File: config.mk
export PLATFORM = sky130hd
export DESIGN_NAME = fetch_prefetch
export DESIGN_NICKNAME = d
export VERILOG_FILES = /design/src/rtl/mips_pkg.sv /design/src/rtl/fetch_prefetch_fifo.sv /design/src/rtl/fetch_prefetch.sv
export SDC_FILE = /design/constraint.sdc
export NUM_CORES = 1
export LEC_CHECK = 0
export CELL_PAD_IN_SITES_DETAIL_PLACEMENT = 1
export CELL_PAD_IN_SITES_GLOBAL_PLACEMENT = 2
export CORE_MARGIN = 2
export CORE_UTILIZATION = 39
export CTS_CLUSTER_DIAMETER = 30
export CTS_CLUSTER_SIZE = 12
export DETAILED_ROUTE_END_ITERATION = 7
export GPL_TIMING_DRIVEN = 0
export PLACE_DENSITY = 0.78
export RECOVER_POWER = 50
export SETUP_SLACK_MARGIN = 0.3
export SLEW_MARGIN = 10
export SYNTH_ARGS = -nofsm -noshare
export SYNTH_HDL_FRONTEND = slang
export SYNTH_SLANG_ARGS = --single-unit
File: constraint.sdc
create_clock -name clock -period 4.8 [get_ports clock]
set_input_delay 1.2 -clock clock [delete_from_list [all_inputs] [get_ports clock]]
set_output_delay 1.2 -clock clock [all_outputs]
set_load 0.01 [all_outputs]
File: src/rtl/mips_pkg.sv
// mips_pkg
//   Shared definitions for the MIPS front end.
//   ACCESS_WORD   : IMEM access-size encoding for a 32-bit word read
//   RESET_VECTOR  : default PC after reset
//   fetch_entry_t : one prefetch-queue entry, {pc, instr}
//   fetch_state_t : fetch control states (RUN issues requests, FLUSH drains stale responses)
package mips_pkg;

  localparam logic [1:0]  ACCESS_WORD  = 2'b00;
  localparam logic [31:0] RESET_VECTOR = 32'h8002_0000;

  typedef struct packed {
    logic [31:0] pc;
    logic [31:0] instr;
  } fetch_entry_t;

  typedef enum logic {
    RUN   = 1'b0,
    FLUSH = 1'b1
  } fetch_state_t;

endpackage

File: src/rtl/fetch_prefetch_fifo.sv
// fetch_fifo
//   Synchronous FIFO holding prefetched {pc, instr} entries.
//   The head entry is read straight out of the storage registers, so the
//   consumer never sees a combinational path from the push side.
// Ports
//   clock, reset : clock and synchronous active-high reset
//   push         : write push_data at the tail (ignored when full)
//   push_data    : entry to write
//   pop          : drop the head entry (ignored when empty)
//   clear        : empty the FIFO at the next edge (dominates push/pop)
//   head         : current head entry
//   count        : number of valid entries
//   full, empty  : occupancy flags
module fetch_fifo
  import mips_pkg::*;
#(
  parameter int  DEPTH   = 4,
  parameter type entry_t = fetch_entry_t,
  localparam int PTR_W   = $clog2(DEPTH),
  localparam int CNT_W   = $clog2(DEPTH + 1)
) (
  input  logic             clock,
  input  logic             reset,
  input  logic             push,
  input  entry_t           push_data,
  input  logic             pop,
  input  logic             clear,
  output entry_t           head,
  output logic [CNT_W-1:0] count,
  output logic             full,
  output logic             empty
);

  entry_t           mem [DEPTH];
  logic [PTR_W-1:0] rd_ptr;
  logic [PTR_W-1:0] wr_ptr;
  logic             do_push;
  logic             do_pop;

  assign full    = (count == CNT_W'(DEPTH));
  assign empty   = (count == '0);
  assign do_push = push && !full;
  assign do_pop  = pop && !empty;
  assign head    = mem[rd_ptr];

  // Pointers wrap naturally because DEPTH is a power of two.
  always_ff @(posedge clock) begin
    if (reset || clear) begin
      rd_ptr <= '0;
      wr_ptr <= '0;
      count  <= '0;
    end else begin
      if (do_push) wr_ptr <= wr_ptr + PTR_W'(1);
      if (do_pop)  rd_ptr <= rd_ptr + PTR_W'(1);
      if (do_push && !do_pop)      count <= count + CNT_W'(1);
      else if (do_pop && !do_push) count <= count - CNT_W'(1);
    end
  end

  // Storage needs no reset; only entries below count are ever observed.
  always_ff @(posedge clock) begin
    if (do_push) mem[wr_ptr] <= push_data;
  end

endmodule

File: src/rtl/fetch_prefetch.sv
// fetch_prefetch
//   Decoupled instruction fetch with a prefetch queue. Issues in-order word
//   reads to IMEM, buffers {pc, instr} pairs in a DEPTH-entry FIFO and hands
//   them to DECODE. A redirect flushes the queue and drops every response
//   still in flight before fetching from the new target.
// Ports
//   clock, reset        : clock and synchronous active-high reset
//   do_branch           : redirect strobe from EXECUTE
//   pc_effective        : redirect target (bits [1:0] ignored)
//   imem_req_valid/ready: IMEM request handshake
//   imem_addr           : request address (current fetch PC)
//   imem_access_size    : always ACCESS_WORD
//   imem_rw             : always 1 (read)
//   imem_rsp_valid/data : in-order IMEM response, no back-pressure
//   dec_valid/ready     : DECODE handshake
//   dec_pc, dec_instr   : head entry of the prefetch queue
// Optional feature (macro FETCH_STATS_EN)
//   stat_fetched        : saturating count of DECODE handshakes
//   stat_flushes        : saturating count of do_branch cycles
//   stat_stall_cycles   : saturating count of cycles with dec_valid && !dec_ready
module fetch_prefetch
  import mips_pkg::*;
#(
  parameter int                ADDR_W          = 32,
  parameter int                DATA_W          = 32,
  parameter logic [ADDR_W-1:0] BASE_ADDR       = ADDR_W'(RESET_VECTOR),
  parameter int                DEPTH           = 4,
  parameter int                MAX_OUTSTANDING = 2
) (
  input  logic              clock,
  input  logic              reset,
  input  logic              do_branch,
  input  logic [ADDR_W-1:0] pc_effective,
  output logic              imem_req_valid,
  input  logic              imem_req_ready,
  output logic [ADDR_W-1:0] imem_addr,
  output logic [1:0]        imem_access_size,
  output logic              imem_rw,
  input  logic              imem_rsp_valid,
  input  logic [DATA_W-1:0] imem_rsp_data,
  output logic              dec_valid,
  input  logic              dec_ready,
  output logic [ADDR_W-1:0] dec_pc,
  output logic [DATA_W-1:0] dec_instr
`ifdef FETCH_STATS_EN
  ,
  output logic [31:0]       stat_fetched,
  output logic [31:0]       stat_flushes,
  output logic [31:0]       stat_stall_cycles
`endif
);

  localparam int CNT_W = $clog2(DEPTH + 1);
  localparam int OUT_W = $clog2(MAX_OUTSTANDING + 1);
  localparam int SUM_W = CNT_W + 1;

  typedef struct packed {
    logic [ADDR_W-1:0] pc;
    logic [DATA_W-1:0] instr;
  } entry_t;

  fetch_state_t      state;
  fetch_state_t      state_next;
  logic [ADDR_W-1:0] fetch_pc;
  logic [ADDR_W-1:0] fetch_pc_next;
  logic [OUT_W-1:0]  outstanding;
  logic [OUT_W-1:0]  outstanding_next;
  logic [ADDR_W-1:0] branch_target;
  logic [ADDR_W-1:0] rsp_pc;
  logic [SUM_W-1:0]  credit_used;
  logic              issue;
  logic              rsp_take;
  logic              push;
  logic              pop;
  entry_t            push_entry;
  entry_t            head_entry;
  logic [CNT_W-1:0]  fifo_count;
  logic              fifo_full;
  logic              fifo_empty;
  logic              unused_pc_bits;

  assign unused_pc_bits = ^pc_effective[1:0];
  assign branch_target  = {pc_effective[ADDR_W-1:2], 2'b00};

  // Every queued entry plus every in-flight request holds a FIFO slot, so a
  // response can always be pushed.
  assign credit_used    = SUM_W'(fifo_count) + SUM_W'(outstanding);
  assign imem_req_valid = !reset && (state == RUN) && !do_branch &&
                          (credit_used < SUM_W'(DEPTH)) &&
                          (outstanding < OUT_W'(MAX_OUTSTANDING));
  assign issue          = imem_req_valid && imem_req_ready;

  // A response with nothing outstanding belongs to a request issued before
  // reset and is dropped.
  assign rsp_take         = imem_rsp_valid && (outstanding != '0);
  assign outstanding_next = outstanding + OUT_W'(issue) - OUT_W'(rsp_take);

  // Outstanding requests in RUN are contiguous and end at fetch_pc - 4, so the
  // oldest one sits at fetch_pc - 4*outstanding.
  assign rsp_pc           = fetch_pc - ADDR_W'({outstanding, 2'b00});
  assign push             = rsp_take && (state == RUN) && !do_branch && !fifo_full;
  assign push_entry.pc    = rsp_pc;
  assign push_entry.instr = imem_rsp_data;
  assign pop              = dec_valid && dec_ready;

  assign imem_addr        = fetch_pc;
  assign imem_access_size = ACCESS_WORD;
  assign imem_rw          = 1'b1;
  assign dec_valid        = !fifo_empty;
  assign dec_pc           = head_entry.pc;
  assign dec_instr        = head_entry.instr;

  // Next-state and next-PC: a redirect always wins over an issue, and the
  // latest redirect target replaces any earlier one.
  always_comb begin
    state_next    = state;
    fetch_pc_next = fetch_pc;
    if (issue) fetch_pc_next = fetch_pc + ADDR_W'(4);
    case (state)
      RUN:     if (do_branch && (outstanding_next != '0)) state_next = FLUSH;
      FLUSH:   if (outstanding_next == '0) state_next = RUN;
      default: state_next = RUN;
    endcase
    if (do_branch) fetch_pc_next = branch_target;
  end

  // Control state register.
  always_ff @(posedge clock) begin
    if (reset) begin
      state       <= RUN;
      fetch_pc    <= BASE_ADDR;
      outstanding <= '0;
    end else begin
      state       <= state_next;
      fetch_pc    <= fetch_pc_next;
      outstanding <= outstanding_next;
    end
  end

  fetch_fifo #(
    .DEPTH   (DEPTH),
    .entry_t (entry_t)
  ) u_fifo (
    .clock     (clock),
    .reset     (reset),
    .push      (push),
    .push_data (push_entry),
    .pop       (pop),
    .clear     (do_branch),
    .head      (head_entry),
    .count     (fifo_count),
    .full      (fifo_full),
    .empty     (fifo_empty)
  );

`ifdef FETCH_STATS_EN
  // Saturating event counters.
  always_ff @(posedge clock) begin
    if (reset) begin
      stat_fetched      <= '0;
      stat_flushes      <= '0;
      stat_stall_cycles <= '0;
    end else begin
      if (pop && (stat_fetched != '1))
        stat_fetched <= stat_fetched + 32'd1;
      if (do_branch && (stat_flushes != '1))
        stat_flushes <= stat_flushes + 32'd1;
      if (dec_valid && !dec_ready && (stat_stall_cycles != '1))
        stat_stall_cycles <= stat_stall_cycles + 32'd1;
    end
  end
`endif

endmodule

# == Word-level counts from Yosys, hierarchy flattened ==
# Memories as Yosys holds them, arrays and structs flattened. A register that Yosys moved wholly into a read port is not among the register bits.
# Index checks and enable logic that the tools add are counted.
# totals
input_bits,70
ff_bits,42
latch_bits,0
n_memories,1
mem_bits_ro,0
output_inout_bits,101
ramBits,256
wordCells,61
# memory_table
memory,words,width,rd,rd_ports_with_merged_regs,write_ports,line_no,source
u_fifo.mem,4,64,1,1,1,fetch_prefetch_fifo.sv:34,entry_t mem [DEPTH];
# op_classes
multipliers,0
div_mod_pow,0
n_mux,11
n_bitwise,1
shift,0
n_eq_ne,1
reduce_logical,29
n_addsub,9
n_lt_le_gt_ge,2
# op_table
operator,count
two-way mux 32 bit,2
"adder 32 x 3 -> 32 bit, second input constant",1
subtractor 32 x 4 -> 32 bit,1
logical AND 1 bit,15
nonzero test 2 bit,4
logical NOT 1 bit,6
two-way mux 3 bit,2
"adder 2 x 1 -> 2 bit, second input constant",2
adder 3 x 2 -> 4 bit,1
"less-than comparator 4 x 3 -> 1 bit, second input constant",1
two-way mux 1 bit,4
two-way mux 2 bit,2
"adder 3 x 1 -> 3 bit, second input constant",1
"equality test 3 bit, second input constant",1
logical NOT 3 bit,1
"subtractor 3 x 1 -> 3 bit, second input constant",1
adder 2 x 1 -> 2 bit,1
logical NOT 2 bit,1
"less-than comparator 2 bit, second input constant",1
one-hot mux 1 bit (2 select lines),1
OR reduction 2 bit,1
subtractor 2 x 1 -> 2 bit,1
logical OR 1 bit,1
NOT 1 bit,1

# == Longest topological paths before layout ==
# depth
depth_word,12
ltp_mapped,12
depth_no_buf,11

# == By module ==
# From an unflattened synthesis, not the netlist that was laid out.
# unflattened
hier_cells,742
area_unflattened_um2,12313.1
# by_module_without_submodules
module,instances,area_each_um2,cells_each,seq_area_each_um2
fetch_fifo,1,9695.5,384,7867.5
fetch_prefetch,1,2617.5,358,660.6

# == Least setup slack after synthesis ==
# Ideal clock, no wire load.
# synth_path
path_type,input-to-reg
from,in do_branch
to,mem u_fifo.mem[1][0] (netlist bit) (enable)
t_arrival_ns,3.704
path_buffers,1
required_time_ns,4.374
cell_stages,3
path_slack_ns,0.670
setup_time_ns,0.426
cell_sequence,clkbuf_1 > nor4b_1 > and2_1
# synth_via
elab_chain_len,6
# synth_lines
item,line_no,source
start: declaration,fetch_prefetch.sv:32,"input logic do_branch,"
logical NOT 1 bit,fetch_prefetch.sv:101,assign push = rsp_take && (state == RUN) && !do_branch && !fifo_full;
logical AND 1 bit (2 in a row),fetch_prefetch.sv:101,
logical AND 1 bit,fetch_prefetch_fifo.sv:42,assign do_push = push && !full;
via u_fifo.do_push,fetch_prefetch_fifo.sv:37,logic do_push;
two-way mux 1 bit,fetch_prefetch_fifo.sv:62,if (do_push) mem[wr_ptr] <= push_data;
two-way mux 1 bit (implied by the code),fetch_prefetch_fifo.sv:62,
end: declaration,fetch_prefetch_fifo.sv:34,
# The timed path passes the listed nets, and every way through them passes these cells.

# == Worst setup path in the final report ==
# layout_path
from,in imem_rsp_valid
to,mem u_fifo.mem[1][24] (netlist bit) (enable)
# layout_via
elab_chain_len,7
# layout_lines
item,line_no,source
start: declaration,fetch_prefetch.sv:39,"input logic imem_rsp_valid,"
logical AND 1 bit,fetch_prefetch.sv:95,assign rsp_take = imem_rsp_valid && (outstanding != '0);
logical AND 1 bit (3 in a row),fetch_prefetch.sv:101,
logical AND 1 bit,fetch_prefetch_fifo.sv:42,
via u_fifo.do_push,fetch_prefetch_fifo.sv:37,
two-way mux 1 bit,fetch_prefetch_fifo.sv:62,
two-way mux 1 bit (implied by the code),fetch_prefetch_fifo.sv:62,
# The timed path passes the listed nets, and every way through them passes these cells.

==> run_results.csv <==
group,metric,value,unit
run_status,outcome,"finished clean",
floorplan,start_util,39.3,%
synth,ys_top_cells_by_area,"edfxtp_1 (62%), mux4_2 (12%), dfxtp_1 (7.0%)",
place,portBuffers,160,
floorplan,core_area,30400,sq um
timing,fin_worst_skew,30.1,ps
cts,cts-htree-levels,3,
worst_setup_path,critPathMaxStageDelay,1140,ps
power_and_ir_drop,p_seq_share,34.7,%
hold_path,min-delay-start,"state",
timing,finalHoldViolations,0,
detailed_routing,ant_nets,0,
synth,seq_area_frac_synth,69.3,%
worst_setup_path,slowest_stage,"and2_0",
finish,diodes,0,
detailed_routing,wl,30.8,mm
worst_setup_path,cp-start-kind,"primary input",
timing,relSlewSlack,6.65,%
cts,clk_path_buf_depth,3,
timing,rsz0062_at_grt,"false",
synth,ys_warn_count,0,
power_and_ir_drop,vdd_ir_drop_max,0.254,mV
finish,final_cell_area,16700,sq um
synth,yosysUniqueCellTypes,53,
finish,area_growth,39.6,%
power_and_ir_drop,share_comb_of_total_power,8.6,%
worst_setup_path,r2r_start,"outstanding[1]",
synth,synth-seq-cells,290,
detailed_routing,first_pass_iters,4,
cts,clkLatencyLatePin,560,ps
detailed_routing,avgViaCountPerCell,5.21,
worst_setup_path,arrival,4570,ps
global_routing,antenna_found_initial,0,
global_routing,grt_pass1_vias,8013,
finish,postLayoutCoreUtil,54.9,%
cts,cts_setup_buffers,0,
worst_setup_path,crit_path_start,"imem_rsp_valid",
power_and_ir_drop,clock_power_share,56.6,%
worst_setup_path,end_kind,"flip-flop",
synth,synth_top_area_cell,"edfxtp_1",
power_and_ir_drop,p_leak,5.71,nW
power_and_ir_drop,power_density,504,nW/um^2
finish,nets,1056,
cts,cts_num_sinks,290,
floorplan,die_w,179,microns
synth,avgSynthCellArea,16.3,sq um
timing,fmaxAchievable,229,MHz
synth,netlist_area,12000,sq um
floorplan,design.die.area,32100,sq um
cts,cts_buffers,70,
detailed_routing,vias,7418,
detailed_routing,drc,0,
floorplan,num_io_pins,171,
worst_setup_path,worst_ep_required_time,5000,ps
synth,async_flop_share,0,%
hold_path,worst_hold_path.num_cells,1,
timing,tns,0,ps
detailed_routing,wl_per_cell,21.6,microns
hold_path,worstHoldPathType,"reg2reg",
worst_setup_path,crit_path_cell_trace,"dlygate4sd3_1, o21a_1, nor4b_1, and2_0, buf_16",
floorplan,row_count,64,
global_routing,grt_pass1_wl,47.3,mm
synth,synth_ff_type,"edfxtp_1",
global_routing,grtUsageTotal,19.6,%
place,placed_area,14200,sq um
place,hpwl,19.7,mm
power_and_ir_drop,power.total,8.42,mW
flow_run,cap_violations,0,
global_routing,grt_overflow_total,0,
place,gp_congestion,0.785,
worst_setup_path,cp_max_fo,50,
finish,drive_gt1_share,19.6,%
power_and_ir_drop,switching_share,22.7,%
power_and_ir_drop,p_switching,1.91,mW
finish,fin_cells,1424,
timing,min_period,4360,ps
cts,clockRootBuffer,"clkbuf_16",
timing,setup_violations,0,
synth,synth_edf_count,248,
detailed_routing,drt-initial-drc-count,490,
cts,ctsHoldBuffers,0,
place,placedCellCount,1297,
worst_setup_path,reg2regPathDepth,4,
timing,worst_pin_slew,1380,ps
worst_setup_path,critical_path_class,"in2reg",
timing,finalCritPeriodShare,90.9,%
cts,clkSlewWorstSetupHoldPaths,40,ps
floorplan,die_h,179,microns
global_routing,grt_max_degree,51,
synth,synth_top_area_share,62.2,%
synth,syn_inst,732,
power_and_ir_drop,internal-power,6.51,mW
cts,cts_tree,"built",
timing,slew_violations,0,
## synthesized netlist by cell type, drive strengths merged, types with 16 or more instances
master and count:
a21oi 19, buf 20, clkbuf 34, dfxtp 42, edfxtp 248, inv 16
mux4 62, nand2 36, nor2 42, nor4 17, xor2 23
## worst max-delay path: cells and delay by family
kind	cells	cell delay, ps
compound gates	1	150
buf+inv	2	920
simple gates	2	2240
## path summary, 6_finish.rpt
kind / endpoint / slack [ps]
worst max register to register: u_fifo.mem[1][24] / 1190
worst min-delay path: state / 530
worst max-delay path: u_fifo.mem[1][24] / 440
worst min register to register: state / 530
## cells in the final DEF (no fill, tap or decap), types with 8 or more instances in the layout
cell type,Yosys,layout
a21oi_1,19,19
a31oi_1,8,8
and2_1,12,9
bufinv_16,0,8
clkbuf_1,34,47
clkbuf_16,0,71
clkbuf_8,0,9
clkdlybuf4s50_1,0,99
clkinv_2,0,9
dfxtp_1,42,42
dlygate4sd3_1,0,61
edfxtp_1,248,248
ha_1,11,11
inv_1,16,16
mux4_2,62,62
nand2_1,36,36
nand3_1,15,15
nand4_1,14,14
nor2_1,42,42
nor3_1,12,12
nor4_1,17,16
o21ai_0,13,13
xnor2_1,14,14
xor2_1,23,23
## cell type report
| type | count | area [sq um] |
|---|---|---|
| fillers | 2904 | 13700 |
| clock inverters | 36 | 517 |
| plain buffers | 54 | 289 |
| flip-flops and latches | 290 | 8290 |
| inverters | 17 | 63.8 |
| well taps | 396 | 495 |
| repair buffers | 164 | 1710 |
| multi-input cells | 376 | 3390 |
| clock buffers | 91 | 1940 |
## kinds of logic after synthesis
family / share of synthesized area [%]
DFF: 69.3
AOI/OAI and AO/OA: 3.64
and+or+nand+nor: 7.89
muxes: 12.3
xor gates and xnor gates: 2.84
adders and majority gates: 1.48
other: 0.0628
buffers and inverters: 2.55
## state kept, by name (all words and copies together), names as in the netlist, named ones only
register       count
u_fifo.wr_ptr      2
state              1
u_fifo.count       3
imem_addr         30
outstanding        2
u_fifo.rd_ptr      2
u_fifo.mem       248
## through the flow
| stage | setup WS [ps] | hold WS, ps |
|---|---|---|
| finish | 438 | 526 |
| global route | 250 | 555 |
| CTS | 306 | 530 |
| detailed placement | 543 | 522 |
| global placement | -1420 | 512 |
| floorplan | 670 | 475 |
## per-layer routing
metal | global-route usage [%] | vias to the layer above | wire length, microns | part of all wire (%)
li1 | - | 3366 | - | -
met1 | 26.1 | 3751 | 13400 | 43
met2 | 32.1 | 241 | 15000 | 49
met3 | 4.16 | 60 | 1720 | 5.6
met4 | 6.92 | 0 | 732 | 2.4
met5 | 0 | - | 0 | 0
## power groups by stage
stage / Clock [mW] / Sequential [mW] / Combinational, mW
finish: 4.77 / 2.93 / 0.728
detailed placement: 0 / 2.97 / 0.747
global route: 5.00 / 2.93 / 0.802
CTS: 4.85 / 2.93 / 0.756
global placement: 0 / 2.98 / 0.722
floorplan: 0 / 2.96 / 0.382
## repair_timing
action,4_1_cts,5_1_grt
setup endpoints to repair,60,4
resized for setup,12,2
pin swaps,0,0
(Power assumes the default switching activity.)
